File: config.mk
export PLATFORM = sky130hd
export DESIGN_NAME = led_share_arb
export DESIGN_NICKNAME = d
export VERILOG_FILES = /design/src/rtl/led_share_arb.sv
export SDC_FILE = /design/constraint.sdc
export NUM_CORES = 1
export LEC_CHECK = 0
export BUFFER_PORTS_ARGS = -buffer_cell sky130_fd_sc_hd__buf_4
export CAP_MARGIN = 10
export CORE_MARGIN = 2
export CORE_UTILIZATION = 55
export CTS_BUF_LIST = sky130_fd_sc_hd__clkbuf_8 sky130_fd_sc_hd__clkbuf_16
export CTS_CLUSTER_DIAMETER = 80
export DETAILED_ROUTE_END_ITERATION = 16
export GPL_TIMING_DRIVEN = 0
export PLACE_DENSITY = 0.91
export SYNTH_ARGS = -nofsm -noshare
export SYNTH_HDL_FRONTEND = slang
export SYNTH_SLANG_ARGS = --single-unit
File: constraint.sdc
create_clock -name clk -period 4.6 [get_ports clk]
set_input_delay 1.15 -clock clk [delete_from_list [all_inputs] [get_ports clk]]
set_output_delay 1.15 -clock clk [all_outputs]
set_load 0.005 [all_outputs]
File: src/rtl/led_share_arb.sv
// led_share_arb: round-robin arbiter sharing the 8-bit LED bank between NREQ pattern requesters
// Ports: clk, rst_n (async active-low); req_i level requests; pat_i/dur_i per-requester pattern
// and hold duration in ticks; gnt_o one-hot grant during HOLD; done_o completion pulse;
// busy_o high in HOLD/RELEASE; led_o registered LED drive.
module led_share_arb #(
  parameter int NREQ = 3,
  parameter logic [15:0] PRESCALE = 16'h00ff,
  parameter int DUR_W = 8,
  parameter logic [7:0] IDLE_PAT = 8'hff
) (
  input  logic                    clk,
  input  logic                    rst_n,
  input  logic [NREQ-1:0]         req_i,
  input  logic [8*NREQ-1:0]       pat_i,
  input  logic [DUR_W*NREQ-1:0]   dur_i,
  output logic [NREQ-1:0]         gnt_o,
  output logic [NREQ-1:0]         done_o,
  output logic                    busy_o,
  output logic [7:0]              led_o
);
  typedef enum logic [1:0] {IDLE, HOLD, RELEASE} state_t;
  state_t state, state_nx;
  logic [15:0] pre;
  logic [DUR_W-1:0] rem, dur_sel;
  logic [NREQ-1:0] ptr, hi_mask, masked, win;
  logic [7:0] pat_sel;
  logic tick, fin, abort;
  // ptr is one-hot; requesters above it get first pick, otherwise wrap to the lowest set bit
  assign hi_mask = ~((ptr << 1) - NREQ'(1));
  assign masked = req_i & hi_mask;
  assign win = |masked ? masked & -masked : req_i & -req_i;
  assign tick = pre == PRESCALE;
  assign fin = tick && rem == DUR_W'(1);
  assign abort = ~|(req_i & gnt_o);
  always_comb begin
    pat_sel = '0;
    dur_sel = '0;
    for (int k = 0; k < NREQ; k++) begin
      pat_sel |= pat_i[8*k +: 8] & {8{win[k]}};
      dur_sel |= dur_i[DUR_W*k +: DUR_W] & {DUR_W{win[k]}};
    end
  end
  always_comb begin
    state_nx = state;
    case (state)
      IDLE:    if (|req_i) state_nx = HOLD;
      HOLD:    if (abort || fin) state_nx = RELEASE;
      default: state_nx = IDLE;
    endcase
  end
  always_ff @(posedge clk or negedge rst_n)
    if (!rst_n) state <= IDLE;
    else state <= state_nx;
  always_ff @(posedge clk or negedge rst_n) begin
    if (!rst_n) begin
      led_o  <= IDLE_PAT;
      gnt_o  <= '0;
      done_o <= '0;
      busy_o <= 1'b0;
      pre    <= '0;
      rem    <= '0;
      ptr    <= {1'b1, {(NREQ-1){1'b0}}};
    end else begin
      done_o <= '0;
      case (state)
        IDLE: begin
          led_o <= IDLE_PAT;
          busy_o <= 1'b0;
          if (|req_i) begin
            gnt_o  <= win;
            ptr    <= win;
            led_o  <= pat_sel;
            rem    <= |dur_sel ? dur_sel : DUR_W'(1);
            pre    <= '0;
            busy_o <= 1'b1;
          end
        end
        HOLD: begin
          if (abort || fin) begin
            gnt_o  <= '0;
            led_o  <= IDLE_PAT;
            pre    <= '0;
            // a dropped request suppresses done even on the final tick
            done_o <= abort ? '0 : gnt_o;
          end else begin
            pre <= tick ? '0 : pre + 16'd1;
            rem <= tick ? rem - DUR_W'(1) : rem;
          end
        end
        default: begin
          led_o  <= IDLE_PAT;
          busy_o <= 1'b0;
        end
      endcase
    end
  end
endmodule

==> Word-level counts from Yosys, hierarchy flattened <==
Index checks and enable logic that the tools add are counted.
{ "totals": {"ff_bits": 43, "inputBits": 53, "out_inout_bits": 15, "word_cells": 73} }
{ "classes": {"addsub": 5, "n_eq_ne": 7, "n_mux": 24, "bitwise_logic": 15, "reduce_logical": 14} }
{ "op_table": {"columns": ["cell", "n"], "rows": [
  ["AND 8 bit", 6],
  ["2-to-1 mux 16 bit", 3],
  ["2-to-1 mux 8 bit", 6],
  ["OR 8 bit", 4],
  ["one-hot mux 16 bit (2 select lines)", 1],
  ["one-hot mux 8 bit (2 select lines)", 2],
  ["2-to-1 mux 3 bit", 6],
  ["adder 16 x 1 -> 16 bit (second input constant)", 1],
  ["== test 16 x 8 -> 1 bit (second input constant)", 1],
  ["AND 3 bit", 4],
  ["OR reduction 3 bit", 3],
  ["== test 8 x 1 -> 1 bit (second input constant)", 1],
  ["inequality test 2 bit (second input constant)", 4],
  ["OR reduction 8 bit", 1],
  ["subtractor 8 x 1 -> 8 bit (second input constant)", 1],
  ["negation 3 bit", 2],
  ["one-hot mux 3 bit (2 select lines)", 1],
  ["AND reduction 2 bit", 3],
  ["2-to-1 mux 2 bit", 2],
  ["one-hot mux 2 bit (2 select lines)", 1],
  ["AND reduction 4 bit", 1],
  ["NOT 3 bit", 1],
  ["AND reduction 3 bit", 1],
  ["subtractor 3 x 1 -> 3 bit (second input constant)", 1],
  ["8 further kinds", 8]
]} }

==> Logic depth before layout (Yosys ltp) <==
Gate-level depths: netlist of the first run.
{ "depth": {"ltp_word": 13, "ltp_mapped": 8, "ltp_nobuf": 7} }

==> Least setup slack after synthesis of the first run <==
OpenSTA, ideal clock, no wires.
{ "synth_path": {"path_type": "input-to-reg", "start": "in req_i[1]", "end": "reg rem[0]", "setup_ps": 120, "t_arrival_ps": 2445, "required_ps": 4480, "path_slack_ps": 2034, "path_stages": 7, "path_buffers": 2, "cell_sequence": "clkbuf_1 a222oi_1 a31oi_1 a31oi_1 nor2_4 buf_6 o211a_1"} }
{ "synth_between": {"elab_chain_cells": 11, "word_cells_on_any_way": 24, "classes_between": "2 x add/sub; 2 x eq/ne; 4 x mux; 9 x bitwise; 7 x reduce/logical"} }
{ "synth_lines": {"columns": ["element", "line", "source"], "rows": [
  ["from (decl)", "13", "input logic [NREQ-1:0] req_i,"],
  ["AND 3 bit", "30", "assign masked = req_i & hi_mask;"],
  ["negation 3 bit", "31", "assign win = |masked ? masked & -masked : req_i & -req_i;"],
  ["AND 3 bit", "31", null],
  ["2-to-1 mux 3 bit", "31", null],
  ["AND 8 bit", "40", "dur_sel |= dur_i[DUR_W*k +: DUR_W] & {DUR_W{win[k]}};"],
  ["OR 8 bit (2 in series)", "40", null],
  ["OR reduction 8 bit", "73", "rem <= |dur_sel ? dur_sel : DUR_W'(1);"],
  ["2-to-1 mux 8 bit", "73", null],
  ["2-to-1 mux 8 bit", "69", "if (|req_i) begin"],
  ["one-hot mux 8 bit (2 select lines)", "65", "case (state)"],
  ["to (signal assigned)", "73", null],
  ["to (signal assigned)", "87", "rem <= tick ? rem - DUR_W'(1) : rem;"],
  ["to (decl)", "24", "logic [DUR_W-1:0] rem, dur_sel;"]
]} }
Several ways; a longest one is shown, not always the timed one. The select of a mux whose other input is x is not followed.
A chain may end at the register's enable or synchronous reset.

==> Worst setup path after layout of the first run <==
Ends and elaborated chain as after synthesis.

==> results of run 1 <==
## worst max-delay path by stage
stage | endpoint | slack (ns) | cells past startpoint
global route | pre[8] | 1.87 | 7
CTS | pre[10] | 2.01 | 7
global placement | rem[0] | 1.75 | 7
floorplan | rem[0] | 2.03 | 7
finish | rem[0] | 1.97 | 7
detailed placement | pre[10] | 1.70 | 7
## layout make-up
type	instances	area, um2
Multi-Input combinational cell	201	1210
Sequential cell	43	1090
Fill cell	300	1050
Timing Repair Buffer	66	495
Clock buffer	5	68.8
Tap cell	50	62.6
Buffer	11	51.3
Inverter	6	22.5
Clock inverter	3	16.3
## synth_stat cells, drive strengths merged (6+ instances only)
cell     n  area (um2)
dfrtp   35         876
nand3    8        40.0
inv      6        22.5
a222oi   8        80.1
dfstp    8         210
a221oi   9        85.1
o21ai   18        90.1
xor2    10        87.6
a21oi   18         109
nor2    29         116
nand2   45         169
clkbuf   7        26.3
nor3     6        30.0
a22o     6        52.6
## cell families (layout without fill, tap and decap cells)
kind of cell / after synthesis / after routing / share of synthesized area, %
flops: 43 / 43 / 45.9
compound gates: 70 / 70 / 21.3
fa+ha+maj: 3 / 3 / 1.59
xor+xnor: 11 / 11 / 4.07
simple gates: 117 / 117 / 24.0
buf+inv: 17 / 91 / 3.12
## power breakdown
group | leakage, uW | switching (uW) | internal [uW]
clock network | 0.0000453 | 131 | 104
registers | 0.000548 | 111 | 510
logic | 0.000789 | 392 | 308
## state kept, by name, indices dropped and copies added (netlist names)
name,cells
ptr,2
led_o,8
busy_o,1
done_o,3
rem,8
gnt_o,3
state,2
pre,16
## layer usage
layer  wire (um)  vias to the layer above  track usage, %
met2        2890                       76            41.0
met4         140                        0            10.2
li1            -                     1095               -
met1        2480                     1046            32.1
met3         399                       15            6.54
met5           0                        -               0
## metrics by stage
| step | power (uW) | utilization [%] |
|---|---|---|
| after floorplan | 1060 | - |
| after global placement | 1290 | 72.1 |
| after detailed placement | 1320 | 72.1 |
| after CTS | 1560 | 74.2 |
| after global routing | 1670 | 74.2 |
| final | 1560 | 74.2 |
## worst max-delay path: stages
cell and delay (ns):
clkbuf_1 0.24, nor2_1 0.07, o31a_1 0.39, a222oi_1 0.45
nand4_1 0.14, o21ai_1 0.23, o211a_1 0.18
==> metrics.md, run 1 <==
| Metric | Value |
|---|---|
| Placement Cell Area | `2920 um2` |
| Setup TNS | `0 ns` |
| Skew final | `approximately 0.0059 ns` |
| Ys Warns | `0` |
| CTS sink cnt | `between 40 and 50` |
| Antenna Nets Post-Route | `0` |
| Die X-Extent | `~70 um` |
| Root Buffer | `clkbuf_8` |
| R2R Path Start | `pre[9]` |
| Hold_sp | `busy_o` |
| CTS resizes | `0` |
| Max Cap Viol | `0` |
| Hold path depth | `2` |
| CTS tree | `done` |
| Pwr/cell area | `slightly above 500 nW/um2` |
| Kind of critical path | `input pin to flop` |
| Async SR Flop Fraction | `between 90% and 100%` |
| Largest net degree at the start of global routing | `44` |
| Vias in the first global route | `around 2100` |
| Pre-CTS setup slack | `between 1.5 and 2 ns` |
| Syn Area/Cell | `slightly above 9 um2` |
| Final Worst Setup Slack | `between 1.5 and 2 ns` |
| Arrival time at the worst endpoint | `between 2 and 3 ns` |
| Design Area, Final | `3010 um2` |
| Post-Route WL | `roughly 5900 um` |
| Pins Over Slew Limit | `0` |
| CTS Buffer Depth | `2` |
| Post-CTS Setup Repair Bufs | `0` |
| CP Launch Type | `input pin` |
| Crit share post-route | `between 50% and 60%` |
| Sequential fraction of the synthesis area | `between 40% and 50%` |
| Most common cell after layout, fill and taps aside | `buf_4` |
| Post-Synthesis Cell Area | `approximately 2400 um2` |
| Top FF cell, synth | `dfrtp_1` |
| First-pass GRT wire length | `9760 um` |
| Cts-stage hold buffer count | `0` |
| Grt ovf | `0` |
| Hold Path Sink | `busy_o` |
| Clk slew on worst S/H paths | `0.08 ns` |
| I/O pin count | `roughly 70` |
| 1st-iter DRT viols | `between 150 and 200` |
| Overall Global Routing Usage | `between 20% and 30%` |
| Initial antenna violation count | `0` |
| Cell depth of the worst flop-to-flop path | `6` |
| Worst Path Required | `roughly 4.8 ns` |
| Insertion delay to the later sink of the worst-skew pair | `approximately 0.3 ns` |
| Minimum clock period | `~2.6 ns` |
| Cell Rows | `23` |
| Maximum fanout along the worst path | `8` |
| Total CTS buffers | `5` |
| Layout overhead on the synthesized area | `27.2%` |
| Status | `completed` |
| DRC viols | `0` |
| Mapped Nets | `~320` |
| Synth cell types | `between 40 and 50` |
| Final hold viol count | `0` |
| R2R Setup Slk | `2.40 ns` |
| Routed wire per std cell | `about 15 um` |
| EDFF count, synth | `0` |
| Mapped Cells | `261` |
| Worst Setup SP | `req_i[1]` |
| Via count | `between 2000 and 2500` |
| Hpwl dp | `~4300 um` |
| IO Port Bufs | `66` |
| Setup violators final | `0` |
| Core ar. | `4060 um2` |
| Worst min path class | `flop to flop` |
| Share of post-route cells with drive strength above 1 | `a little over a quarter` |
| RSZ-0062 raised after global routing | `no` |
| H-tree Lvls | `2` |
| FF-to-FF End | `rem[6]` |
| Vias per Instance | `5.80` |
| Starting Density | `between 50% and 60%` |
| Final GP Congestion | `approximately 0.9` |
| Post-synthesis register bit count | `43` |
| Placed cells | `between 300 and 400` |
| Hold WS | `around 0.49 ns` |
| Nets | `390` |
| 1st-pass router iterations | `4` |
| Setup crit end kind | `flop` |
| Fmax | `~380 MHz` |
| Non-Filler Instances | `just under 400` |
| Worst Tran Pin Value | `between 0.6 and 0.7 ns` |
| Leakage | `approximately 0.0014 uW` |
| Commonest non-fill, non-tap cells in the layout | `buf_4, nand2_1, dfrtp_1` |
| Worst slew margin | `~54%` |
| N_diodes | `0` |
| Die area | `4840 um2` |
| Die Ht | `roughly 70 um` |
| Maximum vdd drop | `~220 uV` |
No activity file was read; power rests on OpenSTA's default activity.
==> run 2: changes to the inputs <==
CORE_UTILIZATION = 47   (was 55)
PLACE_DENSITY = 0.83   (was 0.91)
clock period = 2.4 ns   (was 4.6 ns; I/O delays follow)
==> metrics.md, run 2 (synthesis results as in run 1) <==
| Metric | Value |
|---|---|
| Final GP Congestion | `0.912 (+2.2%)` |
| Cell depth of the worst flop-to-flop path | `6 (unchanged)` |
| Grt ovf | `0 (unchanged)` |
| CTS resizes | `0 (unchanged)` |
| Cell Rows | `25 (+8.7%)` |
| Starting Density | `49.4% (-8.9 points)` |
| Met2 usage | `36.1% (-5.0 points)` |
| 1st-pass router iterations | `4 (unchanged)` |
| Clock power frac | `15.7% (+0.6 points)` |
| Layout overhead on the synthesized area | `28.2%` |
| Post-Route WL | `5820 um (-1.5%)` |
| Nets | `390 (unchanged)` |
| GRT met1 Usage | `28.0% (-4.1 points)` |
| CTS sink cnt | `43 (unchanged)` |
| Psw | `1220 uW (+93%)` |
| DRC viols | `0 (unchanged)` |
| I/O pin count | `68 (unchanged)` |
| Die area | `5620 um2 (+16%)` |
| R2R Setup Slk | `0.27 ns (-2.13 ns)` |
| Non-Filler Instances | `402 (+4.4%)` |
| Arrival time at the worst endpoint | `2.33 ns (-0.54 ns)` |
| Top Usage Layer GRT | `met2` |
| Fmax | `469 MHz` |
| Worst Tran Pin Value | `0.683 ns (-0.0120 ns)` |
| Routed wire per std cell | `14.5 um (-5.7%)` |
| Minimum clock period | `2.13 ns` |
| Initial antenna violation count | `0 (unchanged)` |
| Clk slew on worst S/H paths | `0.09 ns (about the same)` |
| Maximum vdd drop | `380 uV (+73%)` |
| Setup violators final | `0 (unchanged)` |
| Max reg flops | `16 (unchanged)` |
| RSZ-0062 raised after global routing | `no` |
| IO Port Bufs | `66 (unchanged)` |
| Vias in the first global route | `2126 (-0.89%)` |
| Vias per Instance | `5.62 (-3.1%)` |
| Root Buffer | `clkbuf_8` |
| Crit share post-route | `around nine tenths` |
| Skew final | `0.00353 ns (-0.00239 ns)` |
| Overall Global Routing Usage | `21.6% (-3.6 points)` |
| Status | `completed` |
| Filler Cell Count | `409 (+36%)` |
| Total CTS buffers | `5 (unchanged)` |
| Core ar. | `4790 um2 (+18%)` |
| Worst slew margin | `54.5% (+0.80 points)` |
| Sw Share | `40.8% (+0.10 points)` |
| Worst Path Required | `2.59 ns (-2.25 ns)` |
| Top Registers | `pre: 16 flops, led_o: 8 flops, rem: 8 flops` |
| H-tree Lvls | `2 (unchanged)` |
| N_diodes | `0 (unchanged)` |
| CTS tree | `done` |
| Register name with the most flops | `pre` |
| Hold WS | `0.277 ns (-0.217 ns)` |
| Max incr delay on CP | `0.54 ns (+0.09 ns)` |
| Final hold viol count | `0 (unchanged)` |
| FF-to-FF End | `rem[5]` |
| Routing usage on met3 | `4.82% (-1.7 points)` |
| CP Launch Type | `flop` |
| Die Ht | `75.0 um (+7.7%)` |
| Slowest CP cell | `or4_4` |
| Final Worst Setup Slack | `0.269 ns (-1.70 ns)` |
| Kind of critical path | `flop to flop` |
| Most common cell after layout, fill and taps aside | `buf_4` |
| Leakage | `0.00138 uW (-0.37%)` |
| First-pass GRT wire length | `9320 um (-4.5%)` |
| Setup crit end kind | `flop` |
| Placed cells | `394 (+4.5%)` |
| Post-CTS Setup Repair Bufs | `0 (unchanged)` |
| Worst min path class | `input pin to asynchronous set/reset pin` |
| Pre-CTS setup slack | `0.0306 ns (-1.67 ns)` |
| Cts-stage hold buffer count | `0 (unchanged)` |
| Antenna Nets Post-Route | `0 (unchanged)` |
| Internal Pwr Total | `1770 uW (+92%)` |
| Hpwl dp | `4280 um (-0.83%)` |
| Buf/Inv on CP | `0 (-1)` |
| Setup TNS | `0 ns (unchanged)` |
| Via count | `2258 (+1.2%)` |
| Maximum fanout along the worst path | `7 (-1)` |
| Crit path cell chain | `or4_4 > nor4_4 > a31oi_1 > nor2_4 > o21ai_1 > a22o_1` |
| Max Cap Viol | `0 (unchanged)` |
| Die X-Extent | `75.0 um (+7.7%)` |
| R2R Path Start | `pre[9]` |
| Combinational Power Share | `44.7% (-0.3 points)` |
| Largest net degree at the start of global routing | `44 (unchanged)` |
| Share of post-route cells with drive strength above 1 | `27.8% (+0.30 points)` |
| CP top delay family | `simple AND/OR/NAND/NOR gates` |
| Sequential share of power | `39.6% (-0.3 points)` |
| CTS Buffer Depth | `2 (unchanged)` |
| Pwr/cell area | `986 nW/um2 (+91%)` |
| Insertion delay to the later sink of the worst-skew pair | `0.30 ns (about the same)` |
| Commonest non-fill, non-tap cells in the layout | `buf_4, nand2_1, dfrtp_1` |
| 1st-iter DRT viols | `201 (+3.6%)` |
| Pins Over Slew Limit | `0 (unchanged)` |
## run 2: cell count changes in the layout (fill, tap and decap cells not counted), sizes merged
cell	previous run	this run
clkinvlp	1	2
inv	7	6
## run 2: worst max path at each step
stage / start / end / slack, ns / cells past startpoint
global route: ptr[0] / led_o[2] / 0.14 / 5
CTS: pre[9] / rem[5] / 0.24 / 6
detailed placement: req_i[1] / rem[0] / 0.03 / 7
global placement: req_i[1] / rem[0] / 0.1 / 7
finish: pre[9] / rem[5] / 0.27 / 6
floorplan: req_i[1] / rem[0] / 0.38 / 7
## run 2: power by group through the flow
stage | clock, uW | sequential [uW] | combinational (uW)
after floorplan | 0 | 1160 | 880
after global placement | 0 | 1190 | 1300
after detailed placement | 0 | 1190 | 1340
after CTS | 481 | 1180 | 1350
after global routing | 509 | 1210 | 1510
final | 469 | 1180 | 1340
## run 2: worst register-to-register path, delay by kind of cell (launching register included)
kind | cells | cell delay (ns)
AO/OA/AOI/OAI | 3 | 0.52
flip-flops | 1 | 0.44
AND/OR/NAND/NOR | 3 | 1.07
## run 2: layout make-up
class	count	area, um2	share of cell area, %
buffer	11	51.3	1.69
clock buffer	5	68.8	2.27
clock inverter	3	20.0	0.660
inverter	6	22.5	0.742
multi-input combinational	201	1210	39.8
sequential	43	1090	35.8
tap	67	83.8	2.76
timing repair buffer	66	495	16.3
## run 2: metrics by stage
stage / utilization [%] / cell area (um2) / power (uW)
2_1_floorplan: - / 2370 / 2040
3_3_place_gp: 61.5 / 2950 / 2480
3_5_place_dp: 61.5 / 2950 / 2530
4_1_cts: 63.4 / 3030 / 3000
5_1_grt: 63.4 / 3030 / 3230
6_report: 63.4 / 3030 / 2990
## run 2: routing by layer
layer | routed length, um | vias to the layer above
met5 | 0 | -
met4 | 61 | 0
met3 | 289 | 5
met2 | 2900 | 62
met1 | 2570 | 1102
li1 | - | 1089
